<file path="config.mk">
export PLATFORM = sky130hd
export DESIGN_NAME = rvc_asap_5pl_vga_mem_arb
export DESIGN_NICKNAME = d
export VERILOG_FILES = /design/src/rtl/rvc_asap_5pl_vga_mem_arb.sv
export SDC_FILE = /design/constraint.sdc
export NUM_CORES = 1
export LEC_CHECK = 0
export ABC_AREA = 1
export CAP_MARGIN = 20
export CORE_AREA = 3 3 100 102
export CTS_CLUSTER_SIZE = 25
export DETAILED_ROUTE_END_ITERATION = 8
export DIE_AREA = 0 0 103 105
export HOLD_SLACK_MARGIN = 0.12
export PLACE_DENSITY_LB_ADDON = 0.1
export SYNTH_ARGS = -nofsm -noshare
export SYNTH_HDL_FRONTEND = slang
export SYNTH_SLANG_ARGS = --single-unit
</file>
<file path="constraint.sdc">
create_clock -name Clock -period 1.8 [get_ports Clock]
set_clock_uncertainty 0.1 [all_clocks]
set_input_delay 0.27 -clock Clock [delete_from_list [all_inputs] [get_ports Clock]]
set_output_delay 0.27 -clock Clock [all_outputs]
set_load 0.02 [all_outputs]
</file>
<file path="src/rtl/rvc_asap_5pl_vga_mem_arb.sv">
// Arbiter sharing the single-port VGA frame memory between the core load/store port and display fetch.
// Optional statistics counters are built only when RVC_VGA_ARB_STATS_EN is defined.
module rvc_asap_5pl_vga_mem_arb #(
  parameter int ADDR_W       = 16,
  parameter int MAX_DISP_RUN = 4
) (
  input  logic              Clock,
  input  logic              Rst,
  input  logic              CoreReqValid,
  input  logic              CoreReqWr,
  input  logic [ADDR_W-1:0] CoreReqAddr,
  input  logic [31:0]       CoreReqWrData,
  input  logic [3:0]        CoreReqByteEn,
  output logic              CoreReqReady,
  output logic              CoreRspValid,
  output logic [31:0]       CoreRspData,
  input  logic              DispReqValid,
  input  logic [ADDR_W-1:0] DispReqAddr,
  output logic              DispReqReady,
  output logic              DispRspValid,
  output logic [31:0]       DispRspData,
  output logic              MemEn,
  output logic [3:0]        MemWrEn,
  output logic [ADDR_W-1:0] MemAddr,
  output logic [31:0]       MemWrData,
  input  logic [31:0]       MemRdData,
  output logic [15:0]       StatCoreStall,
  output logic [15:0]       StatDispGrant
);

  typedef enum logic {DISP_PRI, CORE_PRI} arb_state_e;

  localparam logic [3:0] RUN_MAX = 4'(MAX_DISP_RUN);

  arb_state_e state, state_nxt;
  logic [3:0] run_cnt, run_cnt_nxt;
  logic       core_gnt, disp_gnt;
  logic       rsp_vld, rsp_core;

  // NOTE: every output of a combinational block gets a default first, so no path can infer a latch.
  always_comb begin
    core_gnt = 1'b0;
    disp_gnt = 1'b0;
    if (!Rst) begin
      if (CoreReqValid && DispReqValid) begin
        if (state == CORE_PRI) core_gnt = 1'b1;
        else                   disp_gnt = 1'b1;
      end else begin
        core_gnt = CoreReqValid;
        disp_gnt = DispReqValid;
      end
    end
  end

  // The run counter only measures display grants that actually made the core wait.
  always_comb begin
    state_nxt   = state;
    run_cnt_nxt = run_cnt;
    if (core_gnt || !CoreReqValid) begin
      run_cnt_nxt = '0;
      state_nxt   = DISP_PRI;
    end else if (disp_gnt) begin
      run_cnt_nxt = run_cnt + 4'd1;
      if (run_cnt_nxt == RUN_MAX) state_nxt = CORE_PRI;
    end
  end

  always_comb begin
    MemEn     = core_gnt | disp_gnt;
    MemWrEn   = '0;
    MemAddr   = '0;
    MemWrData = '0;
    if (core_gnt) begin
      MemAddr = CoreReqAddr;
      if (CoreReqWr) begin
        MemWrEn   = CoreReqByteEn;
        MemWrData = CoreReqWrData;
      end
    end else if (disp_gnt) begin
      MemAddr = DispReqAddr;
    end
  end

  // NOTE: sequential state uses non-blocking assignments so every register samples pre-edge values.
  always_ff @(posedge Clock) begin
    if (Rst) begin
      state    <= DISP_PRI;
      run_cnt  <= '0;
      rsp_vld  <= 1'b0;
      rsp_core <= 1'b0;
    end else begin
      state    <= state_nxt;
      run_cnt  <= run_cnt_nxt;
      rsp_vld  <= disp_gnt || (core_gnt && !CoreReqWr);
      rsp_core <= core_gnt;
    end
  end

  assign CoreReqReady = core_gnt;
  assign DispReqReady = disp_gnt;
  assign CoreRspValid = rsp_vld && rsp_core;
  assign DispRspValid = rsp_vld && !rsp_core;
  assign CoreRspData  = CoreRspValid ? MemRdData : '0;
  assign DispRspData  = DispRspValid ? MemRdData : '0;

`ifdef RVC_VGA_ARB_STATS_EN
  logic [15:0] stat_core_stall, stat_disp_grant;

  always_ff @(posedge Clock) begin
    if (Rst) begin
      stat_core_stall <= '0;
      stat_disp_grant <= '0;
    end else begin
      if (CoreReqValid && !core_gnt && stat_core_stall != 16'hFFFF)
        stat_core_stall <= stat_core_stall + 16'd1;
      if (disp_gnt && stat_disp_grant != 16'hFFFF)
        stat_disp_grant <= stat_disp_grant + 16'd1;
    end
  end

  assign StatCoreStall = stat_core_stall;
  assign StatDispGrant = stat_disp_grant;
`else
  assign StatCoreStall = '0;
  assign StatDispGrant = '0;
`endif

endmodule

</file>
==> results of run 1 <==
## registers in the layout, indices dropped and copies added (netlist names)
register / flops
rsp_core: 1
rsp_vld: 1
run_cnt: 4
state: 1
## final timing paths
| kind | startpoint | endpoint |
|---|---|---|
| max | state | MemWrEn[2] |
| min | run_cnt[0] | run_cnt[0] |
| min reg2reg | run_cnt[0] | run_cnt[0] |
| max reg2reg | state | rsp_vld |
## power groups by stage
stage,registers [W],clock network (W),logic (W)
5_1_grt,0.000162,0.000233,0.000749
3_3_place_gp,0.000164,0,0.000755
3_5_place_dp,0.000164,0,0.000757
6_report,0.000162,0.000214,0.000693
2_1_floorplan,0.000164,0,0.000364
4_1_cts,0.000162,0.000220,0.000708
## cells by family (layout without fill, tap and decap cells)
family	Yosys count	after routing
AOI/OAI and AO/OA	2	2
buffers and inverters	93	291
adders and majority gates	2	2
other	1	32
and+or+nand+nor	203	203
DFF	7	7
xor gates and xnor gates	2	2
## what timing repair did
item / 4_1_cts / 5_1_grt
pin swaps: 3 / 1
setup buffers: 1 / 1
cloned: 1 / 2
resized for setup: 175 / 142
hold buffers: 0 / 0
endpoints found under the setup margin: 121 / 74
## synthesized netlist by cell type, drive strengths merged
cell,instances,area [sq um]
ha,2,25.0
dfxtp,7,140
nor2,109,412
nand2,92,345
xor2,1,8.76
o21ai,2,13.8
nand3,2,10.0
inv,45,169
clkbuf,3,11.3
conb,1,3.75
buf,45,327
xnor2,1,8.76
## critical path, stage by stage, from the launching register on
cell       delay [ns]
dfxtp_2          0.34
o21ai_4          0.31
clkbuf_16        0.24
buf_6            0.11
nor2_1           0.04
buf_4            0.15
## layout by cell type (no fill, tap or decap), types with 3 or more instances in the layout
cell type        instances
buf_2                    4
clkdlybuf4s50_1        100
buf_4                    8
inv_2                    3
inv_1                   41
buf_6                    3
buf_12                   6
clkbuf_2                76
dlygate4sd2_1           40
conb_1                  32
clkbuf_8                 3
dfxtp_1                  6
nand2_1                 92
nor2_1                 108
## routing by layer
metal	vias up	wire length (um)	track usage, %
li1	1270	-	-
met1	1013	2600	11.0
met2	152	3910	23.0
met3	2	1130	5.01
met4	0	35	2.87
met5	-	0	0
## cell type report
class	instances	area [sq um]	share of cell area (%)
timing repair buffer	241	2040	58.1
multi-input combinational	241	956	27.3
inverter	45	174	4.97
sequential	7	141	4.04
tap	111	139	3.97
clock buffer	4	45.0	1.29
timing repair inverter	1	11.3	0.322
## metrics by stage
step | total power, W | setup TNS, ns | instance area [sq um] | utilization (%) | cells
after CTS | 0.00109 | 0 | 3740 | 40.7 | 647
final | 0.00107 | 0 | 3500 | 38.1 | 650
after floorplan | 0.000528 | 0 | 1590 | - | 341
after global routing | 0.00114 | -0.0808 | 3500 | 38.1 | 650
after detailed placement | 0.000921 | -29.25 | 3820 | 41.5 | 642
after global placement | 0.000919 | -28.60 | 3820 | 41.5 | 642
==> results by group, run 1 <==
Setup path
  – R2R cell count: 4
  – CP Capture Type: output port
  – Critical path class: flop to output port
  – R2r setup slk: 0.52 ns
  – CP Launch Type: flop
  – Crit path DAT: 1.42 ns
  – Critical path required time: 1.43 ns
  – Critical Path Fanout Max: 16

STA
  – Final period utilization: 99.2%
  – Hold WS: 0.372 ns
  – Setup WS post-layout: 0.0144 ns
  – Minimum clock period: 1.79 ns
  – Max frequency: 0.560 GHz
  – RSZ-0062 raised after global routing: true
  – Final hold violations: 0
  – Max Slew Vio Count: 0
  – Final setup viols: 0

Clock network
  – Number of H-tree levels: 1
  – CTS tree: done
  – Root buf cell: clkbuf_8
  – Clk Latency, worst-skew pair: 0.22 ns
  – TritonCTS Sinks: 7
  – CTS clk-pin slew, worst paths: 0.04 ns
  – CTS Buffer Depth: 2
  – Total CTS buffers: 3

Floorplan
  – Die Wd: 103 um
  – Die area: 10800 sq um
  – Site Rows: 35
  – Die Span Y: 105 um
  – Core ar.: 9200 sq um
  – Initial Util: 16.0%
  – # IOs: 258

Final layout
  – Layout cell share with drive strength beyond 1: 20.4%
  – Nets: 647
  – Area growth, synth to finish: 138%
  – Diodes inserted: 0
  – Fillcell total: 1061

Logic synthesis
  – Yosys synthesis warning count: 0
  – Synth Area in Simple Gates: 52.0%
  – Post-Syn Area: 1470 sq um
  – Main combinational cell family by area after synthesis: simple AND/OR/NAND/NOR gates
  – Post-synthesis compound-gate area fraction: 0.934%
  – Register area share after synthesis: 9.51%
  – Syn Area/Cell: 4.75 sq um
  – Adder-cell share of the synthesized area: 1.70%
  – Yosys reg bits: 7
  – Yosys cell types: 17
  – XOR/XNOR share of the synthesized area: 1.19%
  – Mux contribution to synthesized area: 0%
  – Cells after Synth: 310

Global routing
  – Vias in the first global route: 2224
  – First-pass GRT wire length: 10.5 mm
  – GRT Util Overall: 11.8%
  – Overflow left after global routing: 0
  – Initial antenna violation count: 0
  – Largest net degree at the start of global routing: 40

Worst hold path
  – Worst Hold Class: flop to flop
  – Hold depth: 1

Detailed routing
  – DRT iter0 DRCs: 58
  – Wirelength per Cell: 11.8 um
  – DRT Wirelength: 7.67 mm
  – DR vias/cell: 3.75
  – Vias: 2437
  – DRC viols: 0
  – Drt first pass iters: 4
  – Post-DRT Antenna Nets: 0

Run status
  – Outcome: completed

Place
  – IO buf count: 225
  – RePlAce Congestion: 0.733
  – Worst slack at placement: -0.515 ns
  – Post-DP HPWL: 6.28 mm

Pwr
  – P_leak: 2.11 nW
  – Clock group share of total power: 20.0%
  – Worst VDD drop: 0.125 mV
  – Part of the power in registers: 15.1%
  – Net switching power: 0.000423 W
  – Power Density: 305 nW/um^2
  – Sw frac: 39.5%
  – Power share of the combinational group: 64.8%
  – Internal power: 0.000647 W

Run
  – Maxcap violations: 0
(Power assumes the default switching activity.)
==> run 2: changes to the inputs <==
--- a/config.mk
+++ b/config.mk
@@ -6,6 +6,7 @@
 export NUM_CORES = 1
 export LEC_CHECK = 0
 export ABC_AREA = 1
+export ABC_CLOCK_PERIOD_IN_PS = 1800
 export CAP_MARGIN = 20
 export CORE_AREA = 3 3 100 102
 export CTS_CLUSTER_SIZE = 25
==> results of run 2 <==
No change in the layout: final DEF, timing and power equal those of run 1.
==> run 3: changes to the inputs <==
--- a/config.mk
+++ b/config.mk
@@ -14,6 +14,8 @@
 export DIE_AREA = 0 0 103 105
 export HOLD_SLACK_MARGIN = 0.12
 export PLACE_DENSITY_LB_ADDON = 0.1
+export RECOVER_POWER = 100
+export SLEW_MARGIN = 20
 export SYNTH_ARGS = -nofsm -noshare
 export SYNTH_HDL_FRONTEND = slang
 export SYNTH_SLANG_ARGS = --single-unit
==> results by group, run 3 (synthesis gave the netlist of run 1 again) <==
STA
  – Hold WS: 0.372 ns (unchanged)
  – Minimum clock period: 1.79 ns (about the same)
  – Setup WS post-layout: 0.0143 ns (was 0.0144 ns)
  – Final hold violations: 0 (unchanged)
  – RSZ-0062 raised after global routing: true (unchanged)
  – Max frequency: 0.560 GHz (about the same)
  – Final period utilization: 99.2% (about the same)
  – Final setup viols: 0 (unchanged)
  – Max Slew Vio Count: 0 (unchanged)

Detailed routing
  – Post-DRT Antenna Nets: 0 (unchanged)
  – DRT Wirelength: 7.67 mm (unchanged)
  – Wirelength per Cell: 11.8 um (unchanged)
  – DR vias/cell: 3.75 (unchanged)
  – Drt first pass iters: 4 (unchanged)
  – DRC viols: 0 (unchanged)
  – Vias: 2437 (unchanged)
  – DRT iter0 DRCs: 58 (unchanged)

Setup path
  – R2R cell count: 4 (unchanged)
  – Max incr delay on CP: 0.34 ns (about the same)
  – Critical path required time: 1.43 ns (about the same)
  – CP Launch Type: flop (unchanged)
  – Critical Path Fanout Max: 16 (unchanged)
  – Critical-path cell list: o21ai_4 > clkbuf_16 > buf_6 > nor2_1 > buf_4 (unchanged)
  – Critical path's top delay family: buffers and inverters (unchanged)
  – CP Capture Type: output port (unchanged)
  – Reg2Reg Launch Point: state (unchanged)
  – Worst path bufs/invs: 3 (unchanged)
  – Reg-to-Reg End: rsp_vld (unchanged)
  – Crit path DAT: 1.42 ns (about the same)
  – Slowest cell on crit path: dfxtp_2 (unchanged)
  – R2r setup slk: 0.52 ns (about the same)
  – Critical path class: flop to output port (unchanged)

Pwr
  – Power share of the combinational group: 64.8% (about the same)
  – Worst VDD drop: 0.125 mV (about the same)
  – Power Density: 305 nW/um^2 (about the same)
  – Net switching power: 0.000422 W (was 0.000423 W)
  – Clock group share of total power: 20.0% (about the same)
  – Internal power: 0.000647 W (about the same)
  – P_leak: 2.11 nW (about the same)
  – Part of the power in registers: 15.2% (was 15.1%)
  – Sw frac: 39.5% (about the same)

Clock network
  – Number of H-tree levels: 1 (unchanged)
  – Clk Latency, worst-skew pair: 0.22 ns (about the same)
  – CTS Buffer Depth: 2 (unchanged)
  – CTS clk-pin slew, worst paths: 0.04 ns (about the same)
  – CTS tree: done (unchanged)
  – Root buf cell: clkbuf_8 (unchanged)
  – Total CTS buffers: 3 (unchanged)
  – TritonCTS Sinks: 7 (unchanged)
  – Hold_buf cts: 0 (unchanged)

Global routing
  – Vias in the first global route: 2224 (unchanged)
  – Initial antenna violation count: 0 (unchanged)
  – Largest net degree at the start of global routing: 40 (unchanged)
  – GRT Util Overall: 11.8% (unchanged)
  – First-pass GRT wire length: 10.5 mm (unchanged)
  – Overflow left after global routing: 0 (unchanged)

Worst hold path
  – Worst Hold Class: flop to flop (unchanged)
  – Hold Path End: run_cnt[0] (unchanged)
  – Beginning of the worst hold path: run_cnt[0] (unchanged)
  – Hold depth: 1 (unchanged)

Place
  – Worst slack at placement: -0.515 ns (unchanged)
  – Post-DP HPWL: 6.28 mm (unchanged)
  – IO buf count: 225 (unchanged)
  – Post-place instance area: 3820 sq um (unchanged)
  – RePlAce Congestion: 0.733 (unchanged)

Final layout
  – Commonest non-fill, non-tap cell in the layout: nor2_1 (unchanged)
  – Most flops, register: run_cnt (unchanged)
  – Commonest cells after routing, fill and taps aside: nor2_1 (108), clkdlybuf4s50_1 (100), nand2_1 (92), clkbuf_2 (76), inv_1 (42) (was nor2_1 (108), clkdlybuf4s50_1 (100), nand2_1 (92), clkbuf_2 (76), inv_1 (41))
  – Diodes inserted: 0 (unchanged)
  – Flip-flop count of the largest register after layout: 4 (unchanged)
  – Nets: 647 (unchanged)
  – Area growth, synth to finish: 138% (unchanged)
  – Post-route design area: 3500 sq um (unchanged)
  – Fillcell total: 1061 (unchanged)
  – Layout cell share with drive strength beyond 1: 20.2% (was 20.4%)

Floorplan
  – Die Wd: 103 um (unchanged)
  – Core ar.: 9200 sq um (unchanged)
  – Initial Util: 16.0% (unchanged)
  – Die area: 10800 sq um (unchanged)
  – Site Rows: 35 (unchanged)
  – Die Span Y: 105 um (unchanged)
  – # IOs: 258 (unchanged)

Run status
  – Outcome: completed (unchanged)

Run
  – Maxcap violations: 0 (unchanged)
[run 3: area by class of cell]
cell class	count	area [sq um]	area share, %
flip-flops and latches	7	141	4.04
clock buffers	4	45.0	1.29
multi-input cells	241	956	27.3
well taps	111	139	3.97
repair buffers	241	2040	58.1
inverters	45	174	4.97
repair inverters	1	11.3	0.322
[run 3: power groups by stage]
stage | clock, W | sequential (W) | combinational, W
CTS | 0.000220 | 0.000162 | 0.000708
finish | 0.000214 | 0.000162 | 0.000693
global route | 0.000233 | 0.000162 | 0.000748
floorplan | 0 | 0.000164 | 0.000364
detailed placement | 0 | 0.000164 | 0.000757
global placement | 0 | 0.000164 | 0.000755
[run 3: metrics by stage]
step / setup TNS (ns) / utilization, % / power (W) / cells
final: 0 / 38.1 / 0.00107 / 650
after global routing: -0.0808 / 38.1 / 0.00114 / 650
after CTS: 0 / 40.7 / 0.00109 / 647
after floorplan: 0 / - / 0.000528 / 341
after detailed placement: -29.25 / 41.5 / 0.000921 / 642
after global placement: -28.60 / 41.5 / 0.000919 / 642
[run 3: routing by layer]
layer	wire length [um]	up-vias	track usage (%)
met5	0	-	0
met4	35	0	2.87
met3	1130	2	5.01
met2	3910	152	23.0
met1	2600	1013	11.0
li1	-	1270	-
[run 3: worst max-delay path by stage]
stage	start	to	cells past startpoint
finish	state	MemWrEn[2]	5
global route	state	MemWrEn[2]	5
CTS	rsp_vld	DispRspData[14]	6
detailed placement	CoreReqValid	MemAddr[1]	9
global placement	CoreReqValid	MemAddr[2]	9
floorplan	rsp_vld	DispRspData[10]	5
[run 3: what timing repair did]
| action | 4_1_cts | 5_1_grt |
|---|---|---|
| setup buffers | 1 | 1 |
| endpoints found under the hold margin | 0 | 0 |
| pin swaps | 3 | 1 |
| cloned | 1 | 2 |
| gates resized for setup | 175 | 142 |
| setup endpoints to repair | 121 | 74 |
